==> config.mk <==
export PLATFORM = sky130hd
export DESIGN_NAME = spmv_csr_engine
export DESIGN_NICKNAME = d
export VERILOG_FILES = /design/src/rtl/spmv_csr_engine_pkg.sv /design/src/rtl/SpMV_fp16_add.sv /design/src/rtl/SpMV_fp16_mul.sv /design/src/rtl/spmv_csr_engine_row_tracker.sv /design/src/rtl/spmv_csr_engine.sv
export SDC_FILE = /design/constraint.sdc
export NUM_CORES = 1
export LEC_CHECK = 0
export CAP_MARGIN = 20
export CORE_MARGIN = 3
export CORE_UTILIZATION = 49
export CTS_BUF_LIST = sky130_fd_sc_hd__clkbuf_16
export DETAILED_ROUTE_END_ITERATION = 12
export PLACE_DENSITY = 0.73
export SYNTH_ARGS = -nofsm -noshare
export SYNTH_HDL_FRONTEND = slang
export SYNTH_SLANG_ARGS = --single-unit
export TNS_END_PERCENT = 10
==> constraint.sdc <==
create_clock -name i_clk -period 35.4 [get_ports i_clk]
set_input_delay 3.54 -clock i_clk [delete_from_list [all_inputs] [get_ports i_clk]]
set_output_delay 3.54 -clock i_clk [all_outputs]
set_load 0.005 [all_outputs]
==> src/rtl/spmv_csr_engine_pkg.sv <==
// spmv_csr_engine_pkg: shared FSM encoding and fp16 constants for the CSR SpMV engine.
package spmv_csr_engine_pkg;
  typedef enum logic [2:0] {S_IDLE, S_FETCH, S_MUL, S_ADD, S_WRITE, S_DONE} state_t;
  localparam logic [15:0] FP16_ZERO = 16'h0000;
  localparam logic [15:0] FP16_QNAN = 16'h7E00;
  localparam logic [4:0]  FP16_EMAX = 5'h1f;
  localparam int          PTR_W_DEF = 8;
endpackage

==> src/rtl/SpMV_fp16_add.sv <==
// SpMV_fp16_add: combinational fp16 add, round-to-nearest-even, subnormals flushed to zero.
module SpMV_fp16_add
  import spmv_csr_engine_pkg::*;
(
  input  logic [15:0] a_i,
  input  logic [15:0] b_i,
  output logic [15:0] s_o
);
  logic swap, sub, g, st, a_inf, b_inf, a_nan, b_nan, a_z, b_z;
  logic [15:0] x, yv;
  logic [4:0] d;
  logic [13:0] mx, my, my_sh, n;
  logic [14:0] s;
  logic [3:0] lz;
  logic [9:0] mant;
  logic [10:0] rnd;
  logic signed [6:0] e;
  always_comb begin
    a_inf = a_i[14:10] == FP16_EMAX;
    b_inf = b_i[14:10] == FP16_EMAX;
    a_nan = a_inf && a_i[9:0] != 10'd0;
    b_nan = b_inf && b_i[9:0] != 10'd0;
    a_z = a_i[14:10] == 5'd0;
    b_z = b_i[14:10] == 5'd0;
    swap = b_i[14:0] > a_i[14:0];
    x = swap ? b_i : a_i;
    yv = swap ? a_i : b_i;
    d = x[14:10] - yv[14:10];
    mx = {1'b1, x[9:0], 3'b0};
    my = {1'b1, yv[9:0], 3'b0};
    // the smaller operand keeps guard/round bits plus a sticky bit for everything shifted out
    my_sh = (d > 5'd13) ? 14'd1 : (my >> d) | {13'd0, |(my & ((14'd1 << d) - 14'd1))};
    sub = x[15] ^ yv[15];
    s = sub ? {1'b0, mx} - {1'b0, my_sh} : {1'b0, mx} + {1'b0, my_sh};
    n = s[14] ? (s[14:1] | {13'd0, s[0]}) : s[13:0];
    e = $signed({2'b0, x[14:10]}) + $signed({6'b0, s[14]});
    lz = 4'd0;
    for (int i = 0; i < 14; i++) if (n[i]) lz = 4'(13 - i);
    n = n << lz;
    e = e - $signed({3'b0, lz});
    mant = n[12:3];
    g = n[2];
    st = |n[1:0];
    rnd = {1'b0, mant} + {10'd0, g & (st | mant[0])};
    e = e + $signed({6'b0, rnd[10]});
    s_o = (a_nan || b_nan || (a_inf && b_inf && sub)) ? FP16_QNAN :
          a_inf ? a_i : b_inf ? b_i :
          (a_z && b_z) ? {a_i[15] & b_i[15], 15'h0} :
          a_z ? b_i : b_z ? a_i :
          (s == 15'd0) ? FP16_ZERO :
          (e >= 7'sd31) ? {x[15], FP16_EMAX, 10'h0} :
          (e <= 7'sd0) ? {x[15], 15'h0} : {x[15], e[4:0], rnd[9:0]};
  end
endmodule

==> src/rtl/SpMV_fp16_mul.sv <==
// SpMV_fp16_mul: combinational fp16 multiply, round-to-nearest-even, subnormals flushed to zero.
module SpMV_fp16_mul
  import spmv_csr_engine_pkg::*;
(
  input  logic [15:0] a_i,
  input  logic [15:0] b_i,
  output logic [15:0] p_o
);
  logic [4:0] ea, eb;
  logic sgn, hi, g, st, a_inf, b_inf, a_nan, b_nan, a_z, b_z;
  logic [21:0] prod;
  logic [9:0] mant;
  logic [10:0] rnd;
  logic signed [7:0] e;
  always_comb begin
    ea = a_i[14:10];
    eb = b_i[14:10];
    sgn = a_i[15] ^ b_i[15];
    a_inf = ea == FP16_EMAX;
    b_inf = eb == FP16_EMAX;
    a_nan = a_inf && a_i[9:0] != 10'd0;
    b_nan = b_inf && b_i[9:0] != 10'd0;
    a_z = ea == 5'd0;
    b_z = eb == 5'd0;
    prod = {11'd0, 1'b1, a_i[9:0]} * {11'd0, 1'b1, b_i[9:0]};
    hi = prod[21];
    mant = hi ? prod[20:11] : prod[19:10];
    g = hi ? prod[10] : prod[9];
    st = hi ? |prod[9:0] : |prod[8:0];
    rnd = {1'b0, mant} + {10'd0, g & (st | mant[0])};
    e = $signed({3'b0, ea}) + $signed({3'b0, eb}) - 8'sd15 + $signed({7'b0, hi}) + $signed({7'b0, rnd[10]});
    p_o = (a_nan || b_nan || (a_inf && b_z) || (b_inf && a_z)) ? FP16_QNAN :
          (a_inf || b_inf) ? {sgn, FP16_EMAX, 10'h0} :
          (a_z || b_z) ? {sgn, 15'h0} :
          (e >= 8'sd31) ? {sgn, FP16_EMAX, 10'h0} :
          (e <= 8'sd0) ? {sgn, 15'h0} : {sgn, e[4:0], rnd[9:0]};
  end
endmodule

==> src/rtl/spmv_csr_engine_row_tracker.sv <==
// spmv_csr_engine_row_tracker: consumed-element count k and current CSR row, with end/skip flags.
module spmv_csr_engine_row_tracker #(
  parameter int N_ROWS = 16,
  parameter int PTR_W  = 8
) (
  input  logic                        i_clk,
  input  logic                        i_rstn,
  input  logic                        i_clr,
  input  logic                        i_fetch,
  input  logic                        i_accept,
  input  logic [(N_ROWS+1)*PTR_W-1:0] i_row_ptr,
  output logic [$clog2(N_ROWS)-1:0]   o_row,
  output logic                        o_at_end,
  output logic                        o_skip
);
  localparam int RW = $clog2(N_ROWS);
  logic [RW-1:0] row_q, row_d;
  logic [PTR_W-1:0] k_q, k_d, nnz, ptr_nxt;
  logic [RW:0] nxt_idx;
  assign nnz = i_row_ptr[N_ROWS*PTR_W +: PTR_W];
  assign nxt_idx = {1'b0, row_q} + 1'b1;
  assign ptr_nxt = i_row_ptr[nxt_idx*PTR_W +: PTR_W];
  assign o_at_end = k_q == nnz;
  // the last row never advances, so a malformed row_ptr parks extra elements there
  assign o_skip = ptr_nxt <= k_q && row_q != RW'(N_ROWS - 1);
  assign o_row = row_q;
  always_comb begin
    row_d = i_clr ? '0 : (i_fetch && !o_at_end && o_skip) ? row_q + 1'b1 : row_q;
    k_d = i_clr ? '0 : i_accept ? k_q + 1'b1 : k_q;
  end
  always_ff @(posedge i_clk or negedge i_rstn) begin
    if (!i_rstn) begin
      row_q <= '0;
      k_q <= '0;
    end else begin
      row_q <= row_d;
      k_q <= k_d;
    end
  end
endmodule

==> src/rtl/spmv_csr_engine.sv <==
// spmv_csr_engine: CSR sparse-matrix x dense-vector engine, one fp16 nonzero per four cycles.
module spmv_csr_engine
  import spmv_csr_engine_pkg::*;
#(
  parameter int N_ROWS = 16,
  parameter int DW     = 16,
  parameter int PTR_W  = PTR_W_DEF
) (
  input  logic                        i_clk,
  input  logic                        i_rstn,
  input  logic                        i_start,
  input  logic [(N_ROWS+1)*PTR_W-1:0] i_row_ptr,
  input  logic                        i_valid,
  output logic                        o_ready,
  input  logic [DW-1:0]               i_val,
  input  logic [DW-1:0]               i_vec,
  output logic                        o_busy,
  output logic                        o_done,
  output logic [N_ROWS*DW-1:0]        o_y
);
  state_t state_q;
  logic [DW-1:0] val_q, vec_q, prod_q, sum_q, prod, sum;
  logic [DW-1:0] y_q [N_ROWS];
  logic [$clog2(N_ROWS)-1:0] row;
  logic at_end, skip, fetch, accept, done_q;
  assign fetch = state_q == S_FETCH;
  assign o_ready = fetch && !at_end && !skip;
  assign accept = o_ready && i_valid;
  assign o_busy = state_q != S_IDLE;
  assign o_done = done_q;
  spmv_csr_engine_row_tracker #(.N_ROWS(N_ROWS), .PTR_W(PTR_W)) u_trk (
    .i_clk(i_clk), .i_rstn(i_rstn), .i_clr(state_q == S_IDLE && i_start),
    .i_fetch(fetch), .i_accept(accept), .i_row_ptr(i_row_ptr),
    .o_row(row), .o_at_end(at_end), .o_skip(skip)
  );
  SpMV_fp16_mul u_mul (.a_i(val_q), .b_i(vec_q), .p_o(prod));
  SpMV_fp16_add u_add (.a_i(y_q[row]), .b_i(prod_q), .s_o(sum));
  for (genvar g = 0; g < N_ROWS; g++) begin : g_y
    assign o_y[g*DW +: DW] = y_q[g];
  end
  always_ff @(posedge i_clk or negedge i_rstn) begin
    if (!i_rstn) begin
      state_q <= S_IDLE;
      val_q <= '0;
      vec_q <= '0;
      prod_q <= '0;
      sum_q <= '0;
      done_q <= 1'b0;
      for (int r = 0; r < N_ROWS; r++) y_q[r] <= '0;
    end else begin
      case (state_q)
        S_IDLE: if (i_start) begin
          state_q <= S_FETCH;
          for (int r = 0; r < N_ROWS; r++) y_q[r] <= FP16_ZERO;
        end
        S_FETCH: if (at_end) begin
          state_q <= S_DONE;
          done_q <= 1'b1;
        end else if (accept) begin
          val_q <= i_val;
          vec_q <= i_vec;
          state_q <= S_MUL;
        end
        S_MUL: begin
          prod_q <= prod;
          state_q <= S_ADD;
        end
        S_ADD: begin
          sum_q <= sum;
          state_q <= S_WRITE;
        end
        S_WRITE: begin
          y_q[row] <= sum_q;
          state_q <= S_FETCH;
        end
        S_DONE: begin
          done_q <= 1'b0;
          state_q <= S_IDLE;
        end
        default: state_q <= S_IDLE;
      endcase
    end
  end
endmodule

Yosys cells after proc, flatten, opt, wreduce, memory -nomap -nowiden:

Cells that the tools add are included.
Widths: inputs -> output; s select.

* logic and storage cells: 182
* bits of input ports: 172
* flip-flop bits (word level): 336
* output and inout bits: 259

* muxes and demuxes: 54
* bitwise operators: 12
* shift operators: 4
* multiply operators: 1
* equal/unequal tests: 14
* add/subtract/negate cells: 16
* reduce and logical (&&, ||, !) cells: 48
* $lt $le $gt $ge: 9

Operators by type and width (number)
* $pmux 256 s2: 1
* $bwmux 256: 1
* $mux 256: 1
* $mux 16: 13
* $shiftx 136x9->8: 1
* $mux 15: 7
* $bmux 16 s4: 1
* $demux 16 s4: 1
* $mux 4: 16
* $reduce_bool 10->1: 4
* $mux 14: 2
* $or 14x1->14: 2
* $add 10x1->11: 2
* $mul 11x11->22: 1
* $eq 5x5->1 const B: 4
* $logic_not 5->1: 4
* $add 8x2->8: 2
* $logic_and 1x1->1: 16
* $mux 8: 2
* $add 14x14->15: 1
* $gt 15x15->1: 1
* $logic_not 15->1: 1
* $pmux 3 s5: 1
* $sub 14x14->15: 1
* 49 further kinds: 72

Longest topological paths before layout:

Gate-level depths: netlist (run 1).

* depth in word-level cells: 47
* depth in mapped cells: 69
* gate-level depth less buffers: 61

Modules after synthesis:

From an unflattened synthesis (run 1), not the netlist that was laid out.

* cells, all modules: 3072
* area, all modules: 27461.3 µm²

Modules (own cells, without submodules)
* spmv_csr_engine: times used 1, area an instance 14366.3 µm², cells an instance 1327, seq. area each 8107.8 µm²
* SpMV_fp16_add: times used 1, area an instance 5739.3 µm², cells an instance 867, seq. area each 0.0 µm²
* SpMV_fp16_mul: times used 1, area an instance 5380.2 µm², cells an instance 677, seq. area each 0.0 µm²
* spmv_csr_engine_row_tracker: times used 1, area an instance 1975.6 µm², cells an instance 201, seq. area each 300.3 µm²

Worst setup path after synthesis (run 1):

OpenSTA, ideal clock, no wires.

* path kind: register to register
* start: reg u_trk.row_q[0], in the netlist u_trk.o_row[0]
* end: reg sum_q[7]
* path buffers: 9
* library setup time: 0.087 ns
* period minus slack after synthesis: 13.230 ns
* stages on the path, launching flop included: 65
* setup slack: 22.170 ns
* data required time: 35.313 ns
* arrival time: 13.143 ns
* path through: dfrtp_1 > buf_6 > buf_6 > buf_6 > buf_6 > buf_6 > buf_1 > mux4_2 > mux4_2 > inv_1 > ha_1 > a21oi_1 > o21ai_0 > a21oi_1 > a21oi_1 > o21a_1 > ha_1 > inv_1 > [... 29 more ...] > nand3b_1 > ha_1 > inv_1 > ha_1 > inv_1 > fa_1 > inv_1 > a21oi_1 > o21bai_1 > a21o_1 > a21oi_1 > xnor2_1 > nor2_1 > and4_1 > clkbuf_1 > and2_1 > a31oi_1 > a211oi_2

* word-level cells in the longest chain between the ends: 47
* elaborated cells on any way between the ends: 65
* those cells by class: add/sub (8); order compare (4); eq/ne (1); shift (3); mux (31); bitwise (7); reduce/logical (11)

Ends and longest elaborated chain
* start, declared: RTL line spmv_csr_engine_row_tracker.sv:17 `logic [RW-1:0] row_q, row_d;`
* start signal, assigned: RTL line spmv_csr_engine_row_tracker.sv:36 `row_q <= row_d;`
* $not 4->5 (implied by the code) *: RTL line spmv_csr_engine.sv:37 `SpMV_fp16_add u_add (.a_i(y_q[row]), .b_i(prod_q), .s_o(sum));`
* $bmux 16 s4 *: RTL line spmv_csr_engine.sv:37
* $mux 16 (implied by the code) * (2 in series): RTL line spmv_csr_engine.sv:37
* $gt 15x15->1: RTL line SpMV_fp16_add.sv:25 `swap = b_i[14:0] > a_i[14:0];`
* $mux 16, on equally long branches: RTL line SpMV_fp16_add.sv:26, SpMV_fp16_add.sv:27
* $sub 5x5->5: RTL line SpMV_fp16_add.sv:28 `d = x[14:10] - yv[14:10];`
* $shl 1x5->14: RTL line SpMV_fp16_add.sv:32 `my_sh = (d > 5'd13) ? 14'd1 : (my >> d) | {13'd0, |(my & ((14'd1 << d) - 14'd1))};`
* $sub 14x1->14: RTL line SpMV_fp16_add.sv:32
* [... 28 more ...]
* $le 7x1->1: RTL line SpMV_fp16_add.sv:52 `(e <= 7'sd0) ? {x[15], 15'h0} : {x[15], e[4:0], rnd[9:0]};`
* $mux 15: RTL line SpMV_fp16_add.sv:52
* $mux 15: RTL line SpMV_fp16_add.sv:51 `(e >= 7'sd31) ? {x[15], FP16_EMAX, 10'h0} :`
* $mux 16: RTL line SpMV_fp16_add.sv:50 `(s == 15'd0) ? FP16_ZERO :`
* $mux 16 (2 in series): RTL line SpMV_fp16_add.sv:49 `a_z ? b_i : b_z ? a_i :`
* $mux 16: RTL line SpMV_fp16_add.sv:48 `(a_z && b_z) ? {a_i[15] & b_i[15], 15'h0} :`
* $mux 16 (2 in series): RTL line SpMV_fp16_add.sv:47 `a_inf ? a_i : b_inf ? b_i :`
* $mux 16 *: RTL line SpMV_fp16_add.sv:46 `s_o = (a_nan || b_nan || (a_inf && b_inf && sub)) ? FP16_QNAN :`
* end signal, assigned: RTL line spmv_csr_engine.sv:69 `sum_q <= sum;`
* end, declared: RTL line spmv_csr_engine.sv:22 `logic [DW-1:0] val_q, vec_q, prod_q, sum_q, prod, sum;`

Every way passes the cells marked *; elsewhere a longest branch is shown, timed or not. The select of a mux whose other input is x is not followed.
A chain may end at the register's enable or synchronous reset.

Worst setup path after layout (run 1):

* start: reg u_trk.row_q[0], in the netlist u_trk.o_row[0]
* end: reg sum_q[1]

The elaborated chain is that of the path after synthesis.

==> results.md, run 1 <==
- GP Congestion: just under 1
- Synthesized cell area: 0.0265 sq mm
- IO Pins: roughly 430
- Area Growth Syn to Fin: 21.8%
- Outcome: finished, final reports clean
- CTS root buf: clkbuf_16
- CP arrival: 16.93 ns
- Number of enable flip-flop cells after synthesis: 0
- Largest net degree at the start of global routing: roughly 120
- Worst-margin pin slew: between 1 and 1.5 ns
- Final hold vios: 0
- H-Tree Depth: 2
- Port Buffers: between 400 and 500
- Dominant cells by area after synthesis: dfrtp_1, mux4_2, nand2_1, o21ai_0, fa_1
- Die area: 0.0570 sq mm
- Setup bufs post-CTS: 0
- Commonest non-fill, non-tap cells in the layout: nand2_1, clkdlybuf4s50_1, o21ai_0
- # nets final: between 3,000 and 4,000
- Drt pass-1 iters: 6
- Max Cap Viol: 0
- Synth Register Bits: 336
- GRT overflow: 0
- Clk_skew: between 0.03 and 0.04 ns
- Worst Setup Slack, final: 18.93 ns
- CP peak stage delay: 0.75 ns
- Drt wl/cell: 23.3 um
- WL final: 93.1 mm
- RR Startpoint: u_trk.o_row[0]
- Hold Startpoint: state_q[2]
- CP top delay family: compound AO/OA/AOI/OAI gates
- Place WS: 19.07 ns
- Initial Utilization: 0.500
- Via count: 24,602
- Yosys warnings: 0
- CP Data Required Time: ~36 ns
- Setup violators final: 0
- Post-CTS sizing: 0
- CTS sink cnt: 336
- Total GRT Usage: 0.322
- Reg2reg path depth: 60
- Primary FF master, synth: dfrtp_1
- Netlist cell types: 93
- Vias in the first global route: 24,384
- Crit path buf inv count: 8
- DIE HEIGHT: about 240 um
- Cells on Worst Hold Path: 1
- Reg-to-reg slack, setup: 18.93 ns
- Initial antenna violation count: 5
- Hold path endpoint: state_q[1]
- Num rows: 84
- Core area: 0.0531 sq mm
- Die W: 239 um
- Clock buffer count from CTS: 38
- Max Freq: 60.7 MHz
- Detail Placement HPWL: ~71 mm
- Rel. slew slack: 0.237
- Critical path's most frequent cell: a21oi_1
- Sequential share of the synthesized area: 0.317
- Reg2reg end: sum_q[1]
- Clock Latency Late Sink: 0.57 ns
- Final min period: between 15 and 20 ns
- Tcrit/Tclk final: 0.465
- Commonest non-fill, non-tap cell in the layout: nand2_1
- Startpoint types: flip-flop
- Share of cells above drive strength 1: 0.0918
- First-pass GRT wire length: 142 mm
- DR vias/cell: just over 6
- Setup Crit Path Kind: flip-flop to flip-flop
- Hold WC Path Type: flip-flop to flip-flop
- Critical Path Sink Type: flip-flop
- Antenna Nets Post-Route: 0
- Clock Tree Buf Depth: 3
- Setup tns final: 0 ns
- Slowest-stage cell, CP: dfrtp_4
- Cell taking the most area after synthesis: dfrtp_1
- Syn Area/Cell: 8.85 sq um
- Top cell type's share of synthesized area: 0.317
- Hold-fix buffers, CTS: 0
- Max-slew violations: 0
- Drt initial violations: 2,180
- DRC errors left: 0
- Clk slew on worst S/H paths: 0.06 ns
- Async SR Flop Fraction: 1.00
- Post-Synthesis Cells: 2,996
- Unrepaired setup endpoints after global routing: false
- Syn Nets: around 3,400
- CTS tree: yes
- CP Max Fanout: 41
==> metrics by stage <==
step / cell area, sq um / hold WS, ns / util / std cells
global route: 32300 / 0.554 / 0.609 / 3991
global placement: 31000 / 0.497 / 0.584 / 3918
floorplan: 26500 / 0.473 / - / 2996
CTS: 32300 / 0.507 / 0.608 / 3987
finish: 32300 / 0.513 / 0.609 / 3991
detailed placement: 31000 / 0.510 / 0.585 / 3919
==> flip-flops by register name, summed over array words and instances, names as in the netlist <==
signal / flops
o_y: 256
o_done: 1
sum_q: 16
u_trk.k_q: 8
vec_q: 16
prod_q: 16
val_q: 16
u_trk.o_row: 4
state_q: 3
==> how the worst max path moves through the flow <==
stage	startpoint	endpoint	slack (ns)	depth (start not counted)
final	u_trk.o_row[0]	sum_q[1]	18.93	60
after global routing	u_trk.o_row[0]	sum_q[1]	17.56	60
after global placement	u_trk.o_row[0]	sum_q[1]	19.32	55
after CTS	u_trk.o_row[0]	sum_q[1]	19.06	55
after floorplan	u_trk.o_row[0]	sum_q[7]	22.17	64
after detailed placement	u_trk.o_row[0]	sum_q[1]	19.07	55
==> layout make-up <==
type	count	area [sq um]
repair buffers	456	4540
clock inverters	29	250
fillers	4390	20800
flip-flops and latches	336	8420
inverters	161	604
multi-input cells	2281	16700
diodes	1	2.50
clock buffers	39	976
well taps	688	861
==> kinds of logic after synthesis <==
family,count (synthesis),share of synthesized area
XOR/XNOR,67,0.0221
adder cells (fa/ha/maj),218,0.127
buffers and inverters,379,0.0568
AO/OA/AOI/OAI,722,0.170
multiplexers,178,0.123
AND/OR/NAND/NOR,1096,0.184
flip-flops,336,0.317
==> worst reg2reg max path: cells and delay by family, from the launching register on <==
| family | cells | cell delay [ns] |
|---|---|---|
| compound gates | 30 | 6.43 |
| xor+xnor | 1 | 0.12 |
| fa+ha+maj | 7 | 2.81 |
| buf+inv | 8 | 2.09 |
| flops | 1 | 0.75 |
| mux | 2 | 1.08 |
| simple gates | 12 | 3.11 |
==> synthesized netlist by cell type (14+ instances only) <==
cell	count
or2_2	14
nor2b_1	14
nand2b_1	15
mux2_2	40
nand2_1	664
ha_1	134
inv_1	156
clkbuf_1	188
mux2i_1	23
nand3_1	42
mux4_2	114
a21oi_1	112
a211oi_1	16
nor2_1	126
o211ai_1	29
a21o_1	21
a22oi_1	27
and2_1	75
a31oi_1	17
xor2_1	17
nand4_1	17
fa_1	84
nor3_1	45
dfrtp_1	336
nor4_1	23
o21ai_0	350
xnor2_1	50
==> layer usage <==
metal / global-route usage / part of all wire
met1: 0.404 / 0.38
met4: 0.165 / 0.065
met2: 0.526 / 0.46
met3: 0.0708 / 0.088
met5: 0 / 0.00029
Power of run 1 is not shown: default switching activity piles up to over one toggle a cycle in this logic, so the estimate is an artifact.
==> run 2: changes to the inputs <==
PLACE_DENSITY = 0.76   (was 0.73)
clock period = 14.7 ns   (was 35.4 ns; I/O delays follow)
==> run 2 against run 1 <==
Effect of this change:
- sequential share of layout area is 0.29 points lower
- final area is 1.1% higher
- via count is 0.75% higher
- wire length is 1.0% lower
- non-clock buffer count is 37 higher
- die area stayed put
- cell count is 0.90% higher
- worst hold slack better by 0.014 ns
- setup slack worse by 18 ns
- core utilization is 0.68 points higher
- clock skew is 0.0050 ns lower
==> results.md, run 2 (synthesis results as in run 1) <==
- Hold-fix buffers, CTS: 0 (unchanged)
- Max Freq: 72.9 MHz (+20%)
- Clk slew on worst S/H paths: 0.06 ns (about the same)
- WL final: 92.1 mm (-1.0%)
- Clock Latency Late Sink: 0.57 ns (about the same)
- Setup violators final: 0 (unchanged)
- Non-filler cells in the finished layout: 4,027 (+0.90%)
- Rel. slew slack: 0.280 (+0.0428)
- Antenna Nets Post-Route: 0 (unchanged)
- Share of cells above drive strength 1: 0.102 (+0.0104)
- Max-slew violations: 0 (unchanged)
- Final min period: 13.73 ns (-2.74 ns)
- Area Growth Syn to Fin: 23.2%
- Clock Tree Buf Depth: 3 (unchanged)
- Slowest-stage cell, CP: dfrtp_4
- CP peak stage delay: 0.84 ns (+0.09 ns)
- Vias in the first global route: 24,050 (-1.4%)
- CP arrival: 14.12 ns (-2.81 ns)
- Largest net degree at the start of global routing: 133 (+14%)
- Tcrit/Tclk final: 0.934 (+0.468)
- Reg2reg path depth: 57 (-5.0%)
- CP Data Required Time: 15.09 ns (-20.77 ns)
- IO Pins: 431 (unchanged)
- Final Util: 0.616 (+0.00679)
- Hold WC Path Type: flip-flop to flip-flop
- Num rows: 84 (unchanged)
- Die W: 239 um (unchanged)
- DIE HEIGHT: 239 um (unchanged)
- CP Max Fanout: 28 (-32%)
- CTS tree: yes
- Commonest non-fill, non-tap cells in the layout: nand2_1, clkdlybuf4s50_1, o21ai_0
- Initial antenna violation count: 2 (-3)
- Setup bufs post-CTS: 0 (unchanged)
- GRT overflow: 0 (unchanged)
- Detail Placement HPWL: 69.8 mm (-1.7%)
- Sequential cell area: 0.00842 sq mm (unchanged)
- Unrepaired setup endpoints after global routing: false
- Critical path's most frequent cell: a21oi_1
- Total GRT Usage: 0.314 (-0.00801)
- Cell total after placement: 3,950 (+0.79%)
- Max Cap Viol: 0 (unchanged)
- H-Tree Depth: 2 (unchanged)
- Setup tns final: 0 ns (unchanged)
- DR vias/cell: 6.16 (-0.15%)
- CTS root buf: clkbuf_16
- Core area: 0.0531 sq mm (unchanged)
- Drt initial violations: 2,487 (+14%)
- ANT cells: 0 (-1)
- Drt wl/cell: 22.9 um (-1.9%)
- First-pass GRT wire length: 140 mm (-1.5%)
- DRC errors left: 0 (unchanged)
- CTS sink cnt: 336 (unchanged)
- Cells on Worst Hold Path: 1 (unchanged)
- Post-CTS sizing: 0 (unchanged)
- Clock buffer count from CTS: 38 (unchanged)
- Final hold vios: 0 (unchanged)
- Initial Utilization: 0.500 (unchanged)
- Commonest non-fill, non-tap cell in the layout: nand2_1
- Outcome: finished, final reports clean
- Setup Crit Path Kind: flip-flop to flip-flop
- Clk_skew: 0.0276 ns (-0.00495 ns)
- Drt pass-1 iters: 5 (-1)
- Number of flip-flops in the largest register: 256 (unchanged)
- Critical Path Sink Type: flip-flop
- Port Buffers: 422 (unchanged)
- Multi-input gate area: 0.0167 sq mm (about the same)
- Die area: 0.0570 sq mm (unchanged)
- Worst-margin pin slew: 1.08 ns (-0.0642 ns)
- Startpoint types: flip-flop
- # nets final: 3,701 (+1.0%)
- Via count: 24,787 (+0.75%)
- GP Congestion: 0.950 (-2.4%)
- Layout fillers: 4,342 (-1.1%)
==> run 2: cell types whose count changed in the layout (fill, tap and decap cells not counted), sizes merged <==
cell and delta:
buf +37, bufinv +2, clkinv -2, clkinvlp +2, inv -2, diode -1
==> run 2: worst max-delay path, delay by kind of cell (launching register included) <==
| kind | cells | cell delay (ns) |
|---|---|---|
| muxes | 1 | 0.37 |
| xor gates and xnor gates | 1 | 0.14 |
| and+or+nand+nor | 14 | 3.36 |
| AOI/OAI and AO/OA | 28 | 5.88 |
| adders and majority gates | 6 | 1.76 |
| DFF | 1 | 0.84 |
| buffers and inverters | 7 | 1.21 |
==> run 2: layer usage <==
layer  track usage  up-vias  share of wire
met5             0        -        0.00029
met1         0.418    12059           0.39
li1              -    11119              -
met2         0.505     1366           0.46
met4         0.137        4          0.052
met3        0.0569      239          0.093
==> run 2: cell type report <==
type | count | share of cell area
clock inverter | 29 | 0.00946
sequential | 336 | 0.258
inverter | 161 | 0.0185
timing repair buffer | 493 | 0.148
multi-input combinational | 2281 | 0.510
clock buffer | 39 | 0.0299
tap | 688 | 0.0263
==> run 2: through the flow <==
stage / hold slack [ns] / worst slack (ns) / cell area (sq um)
floorplan: 0.473 / 1.47 / 26500
global route: 0.557 / 0.0400 / 32700
detailed placement: 0.514 / 0.845 / 31300
finish: 0.526 / 0.973 / 32700
CTS: 0.529 / 0.734 / 32600
global placement: 0.495 / 0.938 / 31200
==> run 2: final timing paths <==
path | from | endpoint | slack, ns
max | u_trk.o_row[1] | sum_q[0] | 0.97
max reg2reg | u_trk.o_row[1] | sum_q[0] | 0.97
min in group asynchronous | i_rstn | o_y[25] | 0.99
min reg2reg | state_q[2] | state_q[1] | 0.53
max in group asynchronous | i_rstn | o_y[186] | 11.22
min | state_q[2] | state_q[1] | 0.53
Power of run 2 is left out for the same reason.
==> run 3: changes to the inputs <==
CELL_PAD_IN_SITES_DETAIL_PLACEMENT = 2   (was default)
CELL_PAD_IN_SITES_GLOBAL_PLACEMENT = 2   (was default)
CORE_UTILIZATION = 30   (was 49)
PLACE_DENSITY = 0.77   (was 0.76)
==> run 3 against run 2 <==
Effect of this change:
- first-iteration DRC count decreased by 34%
- core utilization is 23 points lower
- clock-buffer cell count up 3
- critical path depth increased by 3
- register-to-register slack improved by 0.04 ns
- setup slack better by 0.040 ns
- cell count rose by 12%
- critical path type unchanged
- critical endpoint is now sum_q[1]
- largest cell class unchanged
- highest routed layer is now met4
==> results.md, run 3 (synthesis results as in run 1) <==
- Final hold vios: 0 (unchanged)
- CP peak stage delay: 0.59 ns (-0.25 ns)
- M3 GR Usage: 0.0519 (-0.00501)
- Drt initial violations: 1,649 (-34%)
- First-pass GRT wire length: 180 mm (+28%)
- Die area: 0.0920 sq mm (+62%)
- Met1 usage: 0.331 (-0.0872)
- Hold-fix buffers, CTS: 0 (unchanged)
- Largest net degree at the start of global routing: 100 (-25%)
- RR Startpoint: u_trk.o_row[0]
- Clock Latency Late Sink: 0.60 ns (+0.03 ns)
- Layout fillers: 9,596 (+120%)
- Antenna Nets Post-Route: 0 (unchanged)
- Hold WC Path Type: flip-flop to flip-flop
- H-Tree Depth: 2 (unchanged)
- CTS root buf: clkbuf_16
- M2 GR Usage: 0.429 (-0.0759)
- Unrepaired setup endpoints after global routing: false
- Worst Setup Slack, final: 1.01 ns (+0.0397 ns)
- Clock buffer count from CTS: 42 (+11%)
- Placement Cell Area: 0.0320 sq mm (+2.4%)
- Commonest non-fill, non-tap cells in the layout: nand2_1, clkdlybuf4s50_1, o21ai_0
- Initial Utilization: 0.304 (-0.195)
- Startpoint types: flip-flop
- Vias in the first global route: 27,673 (+15%)
- CP Data Required Time: 15.13 ns (+0.04 ns)
- Reg2reg end: sum_q[1]
- Setup Crit Path Kind: flip-flop to flip-flop
- Die W: 303 um (+27%)
- Outcome: finished, final reports clean
- IO Pins: 431 (unchanged)
- Cell total after placement: 4,432 (+12%)
- CP Launch Point: u_trk.o_row[0]
- Core area: 0.0872 sq mm (+64%)
- Share of cells above drive strength 1: 0.113 (+0.0111)
- Tcrit/Tclk final: 0.931 (-0.00270)
- Critical path's most frequent cell: a21oi_1
- Setup tns final: 0 ns (unchanged)
- Via count: 25,237 (+1.8%)
- Drt wl/cell: 26.1 um (+14%)
- Initial antenna violation count: 3 (+1)
- Area Growth Syn to Fin: 26.6%
- Max-slew violations: 0 (unchanged)
- Fin area: 0.0336 sq mm (+2.7%)
- Worst setup path endpoint: sum_q[1]
- Reg-to-reg slack, setup: 1.01 ns (+0.04 ns)
- Total GRT Usage: 0.254 (-0.0594)
- GP Congestion: 0.902 (-5.0%)
- DRC errors left: 0 (unchanged)
- GRT overflow: 0 (unchanged)
- Max Cap Viol: 0 (unchanged)
- Commonest non-fill, non-tap cell in the layout: nand2_1
- # nets final: 3,721 (+0.54%)
- Busiest layer in global routing: met2
- DIE HEIGHT: 303 um (+27%)
- Detail Placement HPWL: 89.5 mm (+28%)
- Clock Tree Buf Depth: 3 (unchanged)
- Port Buffers: 422 (unchanged)
- Clk_skew: 0.0369 ns (+0.00929 ns)
- Setup violators final: 0 (unchanged)
- Drt pass-1 iters: 5 (unchanged)
- DR vias/cell: 5.58 (-9.3%)
- Slowest-stage cell, CP: mux4_2
- WL final: 118 mm (+28%)
- Non-filler cells in the finished layout: 4,521 (+12%)
- Max Freq: 73.1 MHz (+0.29%)
- Critical Path Sink Type: flip-flop
- CP Max Fanout: 25 (-11%)
- CP arrival: 14.12 ns (about the same)
- Reg2reg path depth: 60 (+5.3%)
- Worst-margin pin slew: 1.05 ns (-0.0298 ns)
- CTS sink cnt: 336 (unchanged)
- Clk slew on worst S/H paths: 0.07 ns (about the same)
- Final min period: 13.69 ns (-0.0397 ns)
- Number of flip-flops in the largest register: 256 (unchanged)
- Num rows: 108 (+29%)
- Rel. slew slack: 0.300 (+0.0199)
- Place WS: 0.649 ns (-0.195 ns)
- CTS tree: yes
run 3: cell count changes in the layout (fill, tap and decap cells not counted), moves of 3 or more:
cell,before,now
buf_4,63,81
inv_1,162,166
a21oi_1,111,108
clkbuf_16,39,42
clkinv_2,3,6
nor2_1,116,113
nor2_2,11,14
run 3: critical path: cells and delay by family (launching register included):
kind	cells	cell delay, ns
compound gates	27	5.58
simple gates	12	2.47
fa+ha+maj	7	1.91
buf+inv	10	1.45
mux	2	0.96
xor+xnor	2	0.62
flops	1	0.52
run 3: routing by layer:
layer	wire, um	vias up
li1	-	11150
met1	50000	13302
met2	57400	630
met3	6850	155
met4	3870	0
met5	0	-
run 3: what timing repair did:
item                       CTS  global route
setup endpoints to repair    0            24
buffers inserted             0            10
gates resized for setup      0            17
run 3: cell type report:
type / count / area [sq um] / share of cell area
Antenna cell: 2 / 5.00 / 0.000149
Clock buffer: 42 / 1050 / 0.0313
Clock inverter: 35 / 359 / 0.0107
Inverter: 161 / 604 / 0.0180
Multi-Input combinational cell: 2281 / 16700 / 0.499
Sequential cell: 336 / 8420 / 0.251
Tap cell: 1155 / 1450 / 0.0430
Timing Repair Buffer: 509 / 4940 / 0.147
run 3: stage by stage:
step / utilization / hold WS (ns)
6_report: 0.385 / 0.533
5_1_grt: 0.385 / 0.561
4_1_cts: 0.383 / 0.541
3_5_place_dp: 0.367 / 0.529
3_3_place_gp: 0.367 / 0.509
2_1_floorplan: - / 0.473
run 3: worst min-delay path by stage:
| stage | endpoint | from | slack (ns) | depth (start not counted) |
|---|---|---|---|---|
| after floorplan | state_q[1] | state_q[2] | 0.47 | 1 |
| after global placement | val_q[15] | val_q[15] | 0.51 | 1 |
| after detailed placement | vec_q[15] | vec_q[15] | 0.53 | 1 |
| after CTS | vec_q[15] | vec_q[15] | 0.54 | 1 |
| after global routing | vec_q[15] | vec_q[15] | 0.56 | 1 |
| final | o_done | o_done | 0.53 | 2 |
Power of run 3 is left out for the same reason.
